**src/rtl/add_sub.sv**
```systemverilog
// Accumulating add/subtract calculator: signed-magnitude operand entry, two's
// complement accumulator, sticky overflow, one operation per button press.
module add_sub #(
  parameter int W = 11
) (
  input  logic         Clock,
  input  logic         Clear,
  input  logic         Equals,
  input  logic         Add,
  input  logic         Subtract,
  input  logic [W-1:0] Number,
  output logic [W-1:0] Result,
  output logic         Overflow,
  output logic [2:0]   dbg_state
);

  typedef enum logic [2:0] {
    X_INIT   = 3'd0,
    X_LOAD_A = 3'd1,
    X_ADD    = 3'd2,
    X_SUB    = 3'd3,
    X_WAIT   = 3'd4
  } state_t;

  state_t       state_q, state_d;
  logic [W-1:0] a_q, a_d;
  logic [W-1:0] result_q, result_d;
  logic         overflow_q, overflow_d;

  logic [W-1:0] number_tc;
  logic [W-1:0] b_op;
  logic [W-1:0] low_sum;
  logic [1:0]   msb_sum;
  logic [W-1:0] r;
  logic         c0;
  logic         ovf;

  // Negating a zero magnitude yields zero, so negative zero needs no special case.
  always_comb begin
    number_tc = {1'b0, Number[W-2:0]};
    if (Number[W-1]) begin
      number_tc = -{1'b0, Number[W-2:0]};
    end
  end

  // Split the add at the MSB so the carry into and out of it are both visible.
  always_comb begin
    c0      = (state_q == X_SUB);
    b_op    = c0 ? ~number_tc : number_tc;
    low_sum = {1'b0, a_q[W-2:0]} + {1'b0, b_op[W-2:0]} + {{(W-1){1'b0}}, c0};
    msb_sum = {1'b0, a_q[W-1]} + {1'b0, b_op[W-1]} + {1'b0, low_sum[W-1]};
    r       = {msb_sum[0], low_sum[W-2:0]};
    ovf     = low_sum[W-1] ^ msb_sum[1];
  end

  always_comb begin
    state_d    = state_q;
    a_d        = a_q;
    result_d   = result_q;
    overflow_d = overflow_q;
    unique case (state_q)
      X_INIT: begin
        if (!overflow_q) begin
          if (Equals)        state_d = X_LOAD_A;
          else if (Add)      state_d = X_ADD;
          else if (Subtract) state_d = X_SUB;
        end
      end
      X_LOAD_A: begin
        a_d      = number_tc;
        result_d = number_tc;
        state_d  = X_WAIT;
      end
      X_ADD, X_SUB: begin
        if (ovf) begin
          overflow_d = 1'b1;
        end else begin
          a_d      = r;
          result_d = r;
        end
        state_d = X_WAIT;
      end
      X_WAIT: begin
        if (!Equals && !Add && !Subtract) state_d = X_INIT;
      end
      default: state_d = X_INIT;
    endcase
  end

  always_ff @(posedge Clock) begin
    if (Clear) begin
      state_q    <= X_INIT;
      a_q        <= '0;
      result_q   <= '0;
      overflow_q <= 1'b0;
    end else begin
      state_q    <= state_d;
      a_q        <= a_d;
      result_q   <= result_d;
      overflow_q <= overflow_d;
    end
  end

  assign Result    = result_q;
  assign Overflow  = overflow_q;
  assign dbg_state = state_q;

endmodule

```
**config.mk**
```make
export PLATFORM = sky130hd
export DESIGN_NAME = add_sub
export DESIGN_NICKNAME = d
export VERILOG_FILES = /design/src/rtl/add_sub.sv
export SDC_FILE = /design/constraint.sdc
export NUM_CORES = 1
export LEC_CHECK = 0
export BUFFER_PORTS_ARGS = -buffer_cell sky130_fd_sc_hd__clkbuf_2
export CAP_MARGIN = 20
export CORE_AREA = 10 10 67 69
export DETAILED_ROUTE_END_ITERATION = 16
export DIE_AREA = 0 0 77 79
export PLACE_DENSITY = 0.82
export SLEW_MARGIN = 20
export SYNTH_ARGS = -nofsm -noshare
export SYNTH_HDL_FRONTEND = slang
export SYNTH_SLANG_ARGS = --single-unit
```
**constraint.sdc**
```tcl
create_clock -name Clock -period 9.7 [get_ports Clock]
set_input_delay 1.455 -clock Clock [delete_from_list [all_inputs] [get_ports Clock]]
set_output_delay 1.455 -clock Clock [all_outputs]
set_load 0.05 [all_outputs]
```
; ---- Yosys cells after proc, flatten, opt, wreduce, memory -nomap -nowiden
; Cells that the tools add are included.
[word_totals]
word_cells = 40
output_inout_bits = 15
regBits = 15
[op_classes]
n_reduce_logical = 12
bitwise_logic = 2
muxes = 10
n_eq_ne = 8
n_addsub = 5
[op_table]
columns = op, count
row1 = 11-bit two-way mux, 3
row2 = 11-bit case mux with 2 select lines, 1
row3 = 3-bit two-way mux, 5
row4 = 10-bit by 10-bit adder with 11-bit output, 1
row5 = 11-bit by 1-bit adder with 11-bit output, 1
row6 = 10-bit negation with 11-bit output, 1
row7 = 11-bit inverter, 1
row8 = 3-bit case mux with 3 select lines, 1
row9 = "3-bit by 2-bit equality test with 1-bit output, second input constant", 2
row10 = "2-bit inequality test, second input constant", 3
row11 = "4-bit inequality test, second input constant", 1
row12 = 2-bit AND reduction, 2
row13 = "3-bit by 1-bit equality test with 1-bit output, second input constant", 1
row14 = "3-bit equality test, second input constant", 1
row15 = 1-bit logical NOT, 3
row16 = 3-bit logical NOT, 1
row17 = 3-bit AND reduction, 1
row18 = 3-bit OR reduction, 1
row19 = 1-bit by 1-bit adder with 2-bit output, 1
row20 = 2-bit by 1-bit adder with 2-bit output, 1
row21 = 1-bit logical AND, 2
row22 = 2-bit nonzero test, 1
row23 = 2-bit OR reduction, 1
row24 = 1-bit bitwise XOR, 1

; ---- Depth between registers and ports, before layout
[depth]
ltp_word = 10
mapped_depth = 17
depth_no_buf = 17

; ---- Least setup slack after synthesis
; Ideal clock, no wire load.
[synth_path]
kind = input to register
startpoint = input port Number[3]
endpoint = register result_q[5] (netlist: Result[5])
path_slack_ns = 4.742
arrival_ns = 4.870
stages = 15
setup_ns = 0.088
t_required_ns = 9.612
path_cell_list = or3_1 -> clkbuf_1 -> o41ai_1 -> xor2_1 -> xor2_1 -> ha_1 -> a21o_1 -> a221o_1 -> nor2_1 -> fa_1 -> inv_1 -> or3_4 -> mux2i_4 -> nor3_1 -> nor4_2
[synth_between]
elab_chain_len = 10
elab_cells_between_ends = 13
cone_classes = add/sub (5) / eq/ne (1) / mux (4) / bitwise (2) / reduce/logical (1)
[synth_lines]
columns = element, line
row1 = start: declaration, 11  ; input logic [W-1:0] Number,
row2 = 10-bit negation with 11-bit output, 42  ; number_tc = -{1'b0, Number[W-2:0]};
row3 = 11-bit two-way mux *, 41  ; if (Number[W-1]) begin
row4 = 11-bit inverter, 49  ; b_op = c0 ? ~number_tc : number_tc;
row5 = 11-bit two-way mux, 49
row6 = 10-bit by 10-bit adder with 11-bit output, 50  ; low_sum = {1'b0, a_q[W-2:0]} + {1'b0, b_op[W-2:0]} + {{(W-1){1'b0}}, c0};
row7 = 11-bit by 1-bit adder with 11-bit output, 50
row8 = 2-bit by 1-bit adder with 2-bit output, 51  ; msb_sum = {1'b0, a_q[W-1]} + {1'b0, b_op[W-1]} + {1'b0, low_sum[W-1]};
row9 = 1-bit bitwise XOR, 53  ; ovf = low_sum[W-1] ^ msb_sum[1];
row10 = 2-bit inequality test (no line), --
row11 = 2-bit AND reduction (no line), --
row12 = end signal: assignment, 99  ; result_q <= result_d;
row13 = end: declaration, 27  ; logic [W-1:0] result_q, result_d;
; Mark *: on every way between the ends. The rest lies on a longest branch, timed or not. The select of a mux whose other input is x is not followed.
; A chain may end at the register's enable or synchronous reset.

; ---- Worst setup path in the final report
[layout_path]
startpoint = input port Number[3]
endpoint = register result_q[2] (netlist: Result[2])
[layout_between]
elab_chain_len = 10
elab_cells_between_ends = 11
cone_classes = add/sub (5) / eq/ne (1) / mux (2) / bitwise (2) / reduce/logical (1)
[layout_lines]
columns = element, line
row1 = 10-bit negation with 11-bit output, 42
row2 = 11-bit two-way mux *, 41
row3 = 11-bit inverter, 49
row4 = 11-bit two-way mux *, 49
row5 = 10-bit by 10-bit adder with 11-bit output, 50
row6 = 11-bit by 1-bit adder with 11-bit output, 50
row7 = 2-bit by 1-bit adder with 2-bit output, 51
row8 = 1-bit bitwise XOR *, 53
row9 = 2-bit inequality test (no line) *, --
row10 = 2-bit AND reduction (no line) *, --
; Mark *: on every way between the ends. The rest lies on a longest branch, timed or not.

==> results.txt <==
Setup CP Type: input port to flop
Post-synthesis sequential area ratio: 0.195
Min Tclk post-route: 5.24 ns
CP max FO: 8
Final worst-path cycle share: 0.540
Ranking of synthesized cells by area: dfxtp_1, ha_1, xor2_1
DRT iter0 DRCs: 99
Maximum clock rate: 191 MHz
Initial core utilization: 0.477
Most frequent cell after synthesis: nor2_1
Hold path cells: 2
Core area: 0.00323 mm²
Final hold vios: 0
Top cell type's share of synthesized area: 0.195
Setup violators final: 0
Mapped Nets: 227
Maximum VDD drop: 0.112 mV
CTS tree: yes
Row count: 21
Die Span X: 77 µm
Synth cell types: 49
Fin nets: 255
PostCTS Resize Cnt: 0
RSZ-0062 raised after global routing: false
Max Clock Skew: 0.00544 ns
H-tree depth: 1
Post-cts hold buffer count: 0
Num CTS Buffers: 3
DRT Pass-1 Iters: 4
Main synth FF type: dfxtp_1
Crit path DAT: 5.39 ns
Initial antenna violation count: 0
Number of synthesized register bits: 15
Max_cap viols: 0
Sink Count: 15
Residual DRC: 0
Root Driver: clkbuf_4
PortBufs: 30
Filler cell count in the final layout: 334
Instance count of the mapped netlist: 198
Number of global-route vias before repair: 1502
PD cells: 189 mW/mm²
Layout cells sized above 1: 0.196
GRT Total Usage: 0.133
Post-CTS Setup Inserts: 0
Gr ovfl total: 0
Area Overhead vs Synth: 13.4%
Clk buf depth: 2
Area leader, netlist: dfxtp_1
First-pass GRT wire length: 6920 µm
Clk_lat worst skew: 0.29 ns
Final RePlAce weighted congestion: 0.869
Post-synth EDFFs: 0
Setup TNS: 0 ns
Number of routed nets with antenna violations: 0
Die Ht: 79 µm
Max-slew violations: 0
Clock Pin Slew Worst Setup and Hold Paths: 0.10 ns
Final Core Density: 0.541
Commonest cells post-synth: nor2_1, dfxtp_1, nand2_1
Vias: 1575
Inst Count DP: 267
Detailed Place HPWL: 3230 µm
CP required: 9.85 ns
Largest net degree at the start of global routing: 13
Finished Layout Cells: 271
Total I/O pin count: 31
FF-to-FF path depth: 14
Worst hold path type: flop to flop
Slew headroom: 0.444
Average wire per standard cell: 15.1 µm
Power Total: 331 µW
Mapped Avg Cell Area: 7.79 µm²
Synth Warn #: 0
Worst-Margin Slew: 0.830 ns
Post-synth ARST share: 0
Critical Path Start Type: input port
Setup crit end kind: flop
Status: completed
Leakage power total: 0.742 nW
Cell Area, Synth: 0.00154 mm²
Post-Route WL: 4100 µm
Vias per cell: 5.81
ANT cells: 0
DIE AREA: 0.00608 mm²
==> flip-flops by register name, indices dropped and copies added (netlist names) <==
signal and count:
Result 11, dbg_state 3, Overflow 1
==> path summary, 6_finish.rpt <==
| path | start | endpoint | slack (ns) |
|---|---|---|---|
| max reg2reg | dbg_state[1] | Result[2] | 5.17 |
| min | Result[0] | Result[0] | 0.53 |
| min reg2reg | Result[0] | Result[0] | 0.53 |
| max | Number[3] | Result[2] | 4.46 |
==> critical path, stage by stage <==
cell and delay, ns:
clkbuf_2 0.11, or3_1 0.46, o41ai_1 0.42, xor2_1 0.32
xor2_1 0.13, ha_1 0.38, and2_1 0.16, nand3_1 0.13
a21oi_2 0.28, nor2_1 0.11, fa_1 0.41, inv_1 0.13
a211o_1 0.14, o2111ai_1 0.16, a21oi_2 0.43, a311oi_1 0.16
==> routing by layer <==
layer	GRT usage	part of all wire	up-vias
li1	-	-	786
met1	0.164	0.43	721
met2	0.231	0.48	62
met3	0.0394	0.079	6
met4	0.0182	0.012	0
met5	0	0	-
==> area by class of cell <==
type | count | area, µm² | share of cell area
flip-flops and latches | 15 | 300 | 0.172
multi-input cells | 163 | 1160 | 0.666
well taps | 46 | 57.6 | 0.0329
repair buffers | 30 | 150 | 0.0858
clock inverters | 1 | 5.00 | 0.00286
clock buffers | 3 | 22.5 | 0.0129
inverters | 13 | 48.8 | 0.0279
==> per-stage QoR <==
| step | worst slack, ns | cell area, µm² | hold slack (ns) |
|---|---|---|---|
| 6_report | 4.46 | 1750 | 0.532 |
| 5_1_grt | 4.16 | 1750 | 0.570 |
| 4_1_cts | 4.51 | 1750 | 0.536 |
| 3_5_place_dp | 4.27 | 1720 | 0.519 |
| 3_3_place_gp | 4.33 | 1720 | 0.492 |
| 2_1_floorplan | 4.74 | 1540 | 0.713 |
==> kinds of logic after synthesis <==
logic type,Yosys count,share of synthesized area
compound gates,58,0.270
xor+xnor,23,0.131
fa+ha+maj,13,0.115
buf+inv,20,0.0503
flops,15,0.195
mux,3,0.0276
simple gates,66,0.212
==> where the power goes <==
| part | internal (mW) | total [mW] | switching [mW] |
|---|---|---|---|
| Clock | 0.0153 | 0.0372 | 0.0218 |
| Combinational | 0.0732 | 0.206 | 0.133 |
| Sequential | 0.0735 | 0.0877 | 0.0143 |
| Total | 0.162 | 0.331 | 0.169 |
==> cell usage in the layout, fill, tap and decap left out, types with 3 or more instances in the layout <==
cell,netlist,layout
a31oi_1,3,3
dfxtp_1,15,15
o41ai_1,4,4
nand2_1,15,15
xor2_1,13,13
nor2_1,19,19
o21ai_0,7,7
inv_1,13,13
a21oi_1,9,9
o31ai_1,6,6
xnor2_1,10,10
ha_1,11,11
nor3_1,11,11
o21a_1,4,4
clkbuf_2,0,30
or3_1,3,3
clkbuf_4,0,3
nand3_1,3,3
a211oi_1,5,5
No activity file was read; power rests on OpenSTA's default activity.
